**src/rtl/fifo_uart_tx.sv**
```systemverilog
// fifo_uart_tx: reads bytes from a normal-mode FIFO and sends each one on an
// 8N1 UART line, LSB first. The only data storage is a one-byte shift register.
module fifo_uart_tx #(
    parameter int unsigned BAUD_DIV  = 868,  // clk cycles per UART bit, 4..65535
    parameter int unsigned STOP_BITS = 1     // 1 or 2
) (
    input  logic       clk,
    input  logic       reset,
    input  logic       en,
    input  logic       empty,
    input  logic [7:0] q,
    output logic       rdreq,
    output logic       tx,
    output logic       busy,
    output logic       byte_done,
    output logic       line_done
);

    localparam logic [2:0] S_IDLE  = 3'd0;
    localparam logic [2:0] S_RD    = 3'd1;
    localparam logic [2:0] S_LATCH = 3'd2;
    localparam logic [2:0] S_START = 3'd3;
    localparam logic [2:0] S_DATA  = 3'd4;
    localparam logic [2:0] S_STOP  = 3'd5;

    localparam logic [15:0] BAUD_LAST = 16'(BAUD_DIV - 1);
    localparam logic [2:0]  STOP_LAST = 3'(STOP_BITS - 1);

    logic [2:0]  state_q,     state_d;
    logic        tx_q,        tx_d;
    logic        rdreq_q,     rdreq_d;
    logic        byte_done_q, byte_done_d;
    logic        line_done_q, line_done_d;
    logic [7:0]  shreg_q,     shreg_d;
    logic [2:0]  bit_cnt_q,   bit_cnt_d;
    logic [15:0] baud_cnt_q,  baud_cnt_d;
    logic        baud_end;

    assign baud_end = (baud_cnt_q == BAUD_LAST);

    // Next-state and next-output logic for the read/serialise sequence.
    always_comb begin
        // NOTE: every signal gets a default before the case so no path leaves
        // one unassigned, which would infer a latch.
        state_d     = state_q;
        tx_d        = tx_q;
        rdreq_d     = 1'b0;
        byte_done_d = 1'b0;
        line_done_d = 1'b0;
        shreg_d     = shreg_q;
        bit_cnt_d   = bit_cnt_q;
        baud_cnt_d  = baud_cnt_q;

        case (state_q)
            S_IDLE: begin
                tx_d = 1'b1;
                if (en && !empty) begin
                    rdreq_d = 1'b1;
                    state_d = S_RD;
                end
            end
            S_RD: begin
                // rdreq drops back to 0 by default: exactly one read per byte.
                state_d = S_LATCH;
            end
            S_LATCH: begin
                shreg_d    = q;
                tx_d       = 1'b0;
                baud_cnt_d = 16'd0;
                state_d    = S_START;
            end
            S_START: begin
                if (baud_end) begin
                    baud_cnt_d = 16'd0;
                    tx_d       = shreg_q[0];
                    bit_cnt_d  = 3'd0;
                    state_d    = S_DATA;
                end else begin
                    baud_cnt_d = baud_cnt_q + 16'd1;
                end
            end
            S_DATA: begin
                if (baud_end) begin
                    baud_cnt_d = 16'd0;
                    // Rotate rather than shift in zeros: after eight bit periods
                    // the register holds the original byte again, which the stop
                    // state uses to recognise a line feed.
                    shreg_d    = {shreg_q[0], shreg_q[7:1]};
                    bit_cnt_d  = bit_cnt_q + 3'd1;
                    if (bit_cnt_q == 3'd7) begin
                        tx_d    = 1'b1;
                        state_d = S_STOP;
                    end else begin
                        tx_d = shreg_q[1];
                    end
                end else begin
                    baud_cnt_d = baud_cnt_q + 16'd1;
                end
            end
            S_STOP: begin
                // bit_cnt counts stop bits here (it wrapped to 0 leaving DATA).
                if (baud_end) begin
                    baud_cnt_d = 16'd0;
                    if (bit_cnt_q == STOP_LAST) begin
                        byte_done_d = 1'b1;
                        line_done_d = (shreg_q == 8'h0A);
                        bit_cnt_d   = 3'd0;
                        state_d     = S_IDLE;
                    end else begin
                        bit_cnt_d = bit_cnt_q + 3'd1;
                    end
                end else begin
                    baud_cnt_d = baud_cnt_q + 16'd1;
                end
            end
            default: begin
                tx_d    = 1'b1;
                state_d = S_IDLE;
            end
        endcase
    end

    // State registers; reset drives the line idle-high immediately.
    always_ff @(posedge clk or posedge reset) begin
        // NOTE: non-blocking assignments so every flop samples the values from
        // before this edge, independent of statement order.
        if (reset) begin
            state_q     <= S_IDLE;
            tx_q        <= 1'b1;
            rdreq_q     <= 1'b0;
            byte_done_q <= 1'b0;
            line_done_q <= 1'b0;
            shreg_q     <= 8'h00;
            bit_cnt_q   <= 3'd0;
            baud_cnt_q  <= 16'd0;
        end else begin
            state_q     <= state_d;
            tx_q        <= tx_d;
            rdreq_q     <= rdreq_d;
            byte_done_q <= byte_done_d;
            line_done_q <= line_done_d;
            shreg_q     <= shreg_d;
            bit_cnt_q   <= bit_cnt_d;
            baud_cnt_q  <= baud_cnt_d;
        end
    end

    assign rdreq     = rdreq_q;
    assign tx        = tx_q;
    assign busy      = (state_q != S_IDLE);
    assign byte_done = byte_done_q;
    assign line_done = line_done_q;

endmodule

```
**config.mk**
```make
export PLATFORM = sky130hd
export DESIGN_NAME = fifo_uart_tx
export DESIGN_NICKNAME = d
export VERILOG_FILES = /design/src/rtl/fifo_uart_tx.sv
export SDC_FILE = /design/constraint.sdc
export NUM_CORES = 1
export LEC_CHECK = 0
export ABC_CLOCK_PERIOD_IN_PS = 2200
export CAP_MARGIN = 20
export CELL_PAD_IN_SITES_DETAIL_PLACEMENT = 1
export CELL_PAD_IN_SITES_GLOBAL_PLACEMENT = 1
export CORE_UTILIZATION = 44
export CTS_CLUSTER_DIAMETER = 50
export DETAILED_ROUTE_END_ITERATION = 10
export PLACE_DENSITY_LB_ADDON = 0.12
export SLEW_MARGIN = 5
export SYNTH_ARGS = -nofsm -noshare
export SYNTH_HDL_FRONTEND = slang
export SYNTH_SLANG_ARGS = --single-unit
```
**constraint.sdc**
```tcl
create_clock -name clk -period 2.2 [get_ports clk]
set_input_delay 0.22 -clock clk [delete_from_list [all_inputs] [get_ports clk]]
set_output_delay 0.22 -clock clk [all_outputs]
set_load 0.1 [all_outputs]
```
==> results.json <==
{
  "final_nets": 250,
  "maxSlewHeadroom_pct": 57.34,
  "ir_drop_v": 0.0002734,
  "die_height_um": 67.96,
  "yosys-top-cells-count": "dfrtp_1 (33), nand2_1 (24), o21ai_0 (16)",
  "numCtsBuffers": 5,
  "worstSetupEndpointType": "flop",
  "rsz0062_at_grt": "yes",
  "drive_gt1_share_pct": 16.67,
  "via_per_inst": 5.993,
  "numPlacedInstances": 271,
  "maxCapViolCount": 0,
  "critical_path_buf_inv_count": 1,
  "arrival_ns": 2.31,
  "clk_pin_slew_ns": 0.07,
  "setup_viol": 0,
  "synthFlopType": "dfrtp_1",
  "final_util_pct": 56.18,
  "hold_slack_ns": 0.3573,
  "worst-path-stages": 7,
  "cp_cell_sequence": "ha_4, or4b_4, nor4_4, buf_6, o32ai_2, a31oi_1, o221ai_1",
  "synthToLayoutAreaGrowth_pct": 19.93,
  "wl_met2_um": 2707,
  "hold_viol_final": 0,
  "period_needed_ns": 2.182,
  "leakagePower_nw": 1.033,
  "dpl.hpwl_um": 3650,
  "fin_skew_ns": 0.005927,
  "clkSinkCount": 34,
  "syn_nets": 219,
  "fmax_mhz": 458.3,
  "ios": 17,
  "slowest_stage": "or4b_4",
  "drt_iter0_markers": 111,
  "slowest_delay_ns": 0.47,
  "drt_first_pass_iters": 4,
  "fin_crit_sh_pct": 99.17,
  "clk_path_buf_depth": 2,
  "clock_latency_ns": 0.28,
  "fin_cells": 284,
  "synth_edf_count": 0,
  "routedWlPerCell_um": 18.46,
  "core_area_um2": 4086,
  "routed_wl_um": 5244,
  "ys_async_sr_fraction_pct": 100.0,
  "avgSynthCellArea_um2": 9.430,
  "tightest_slew_ns": 0.6399,
  "synth_most_common_cell": "dfrtp_1",
  "wl_met1_um": 2288,
  "power.total_mw": 1.123,
  "grt_pass1_wl_um": 8280,
  "die-area_um2": 4619,
  "cts-root-buf": "clkbuf_8",
  "ctsHoldBuffers": 0,
  "ys_seq_elements": 34,
  "grt_pass1_vias": 1769,
  "fill_cells": 482,
  "seq_area_frac_synth_pct": 44.51,
  "vias": 1702,
  "tritoncts": "yes",
  "routabilityCongestion": 0.8117,
  "grt_max_degree": 35,
  "worst_r2r_path_depth": 7,
  "synth_top_area_share_pct": 43.14,
  "wl_met3_um": 169,
  "crit_family": "simple AND/OR/NAND/NOR gates",
  "critical_path_class": "flop to flop",
  "postRouteAntennaNets": 0,
  "hp-class": "primary input to async pin",
  "cp_data_required_time_ns": 2.33,
  "netlist_top_cells_area": "dfrtp_1 (43%), nand2_1 (4.7%), mux2i_1 (4.2%)",
  "grt_use_total_pct": 24.51,
  "top_layer": "met4",
  "htreeDepth": 2,
  "drcViolationCount": 0,
  "synth.largest_area_cell": "dfrtp_1",
  "netlist_instances": 203,
  "slew_violations": 0,
  "startpoint_type": "flop",
  "initial_core_util_pct": 46.85,
  "synth_cell_types": 50,
  "num_rows": 23,
  "syn_area_um2": 1914,
  "p_per_area_nw_per_um2": 489.0,
  "crit_fanout": 7,
  "port_buffers": 16,
  "diodes": 0,
  "ys_warn_count": 0,
  "antenna_found_initial": 0,
  "grt-ovfl-total": 0,
  "dieWidth_um": 67.96,
  "status": "complete, no violations"
}
-- power by group --
part	internal [mW]	total [mW]	leakage [nW]	switching, mW
Clock	0.218	0.434	0.0383	0.216
Sequential	0.633	0.639	0.419	0.00669
Combinational	0.0256	0.0491	0.576	0.0235
Total	0.876	1.12	1.03	0.247
-- cell type report --
class                      count  area, µm²  area share [%]
clock buffer                   7      76.32           3.324
inverter                       6      22.52          0.9809
multi-input combinational    153      988.4           43.05
sequential                    34      852.1           37.11
tap                           50      62.56           2.725
timing repair buffer          34      294.0           12.81
-- sequential cells by signal, summed over array words and instances (netlist names) --
signal / flops
tx: 1
shreg_q: 8
byte_done: 1
state_q: 3
baud_cnt_q: 16
bit_cnt_q: 3
line_done: 1
rdreq: 1
-- metrics by stage --
step	instance area [µm²]	TNS, ns	setup WS (ns)
floorplan	1914	0	0.1749
CTS	2218	-0.009051	-0.004613
finish	2296	0	0.01822
global placement	2138	0	0.1489
global route	2296	-0.1355	-0.06084
detailed placement	2138	-0.001780	-0.001780
-- layout by cell type, fill, tap and decap left out, types with 2 or more instances in the layout --
| cell | count |
|---|---|
| or3_1 | 3 |
| nand2_1 | 24 |
| a21o_1 | 6 |
| a31oi_1 | 6 |
| and3_1 | 4 |
| nor3b_1 | 3 |
| nor4b_1 | 2 |
| nand2b_1 | 4 |
| inv_1 | 6 |
| nand4_1 | 2 |
| buf_6 | 3 |
| nor2_2 | 2 |
| clkbuf_8 | 5 |
| a22o_1 | 4 |
| or4_1 | 2 |
| nand3_1 | 6 |
| nor3_1 | 5 |
| buf_4 | 20 |
| mux2i_1 | 8 |
| dfrtp_1 | 33 |
| clkdlybuf4s50_1 | 11 |
| o21ai_1 | 10 |
| clkbuf_1 | 2 |
| nor4_1 | 5 |
| nand3b_1 | 2 |
| nor2_1 | 10 |
| o21ai_0 | 14 |
| a21oi_1 | 7 |
| ha_1 | 3 |
-- worst paths after layout --
check	start	slack, ns	to
min in group clk	shreg_q[3]$_DFFE_PP0P_	0.51	shreg_q[3]$_DFFE_PP0P_
min	reset	0.36	baud_cnt_q[4]$_DFFE_PP0P_
max in group asynchronous	reset	1.50	tx$_DFFE_PP1P_
max reg2reg	baud_cnt_q[1]$_DFFE_PP0P_	0.02	state_q[0]$_DFFE_PP0P_
max	baud_cnt_q[1]$_DFFE_PP0P_	0.02	state_q[0]$_DFFE_PP0P_
min reg2reg	shreg_q[3]$_DFFE_PP0P_	0.51	shreg_q[3]$_DFFE_PP0P_
-- layer usage --
metal  global-route usage [%]  vias to the layer above
met1                    28.65                      861
met5                        0                        -
met2                    43.38                       26
li1                         -                      803
met4                    7.292                        0
met3                    6.500                       12
-- kinds of logic after synthesis --
family                   count (synthesis)  synth area share (%)
flip-flops                              34                 44.51
buffers and inverters                   16                 5.163
AO/OA/AOI/OAI                           56                 18.17
AND/OR/NAND/NOR                         85                 25.36
multiplexers                             8                 4.183
adder cells (fa/ha/maj)                  4                 2.614
-- what timing repair did --
action | in CTS | in global routing
endpoints found under the setup margin | 2 | 23
gates cloned | 0 | 0
pin swaps | 0 | 5
gates resized for setup | 1 | 9
buffers inserted | 0 | 6
-- tightest hold or removal path: stages --
cell and delay [ns]:
clkdlybuf4s50_1 0.40, inv_1 0.05, buf_4 0.40
Power figures use the tool's default switching activity.
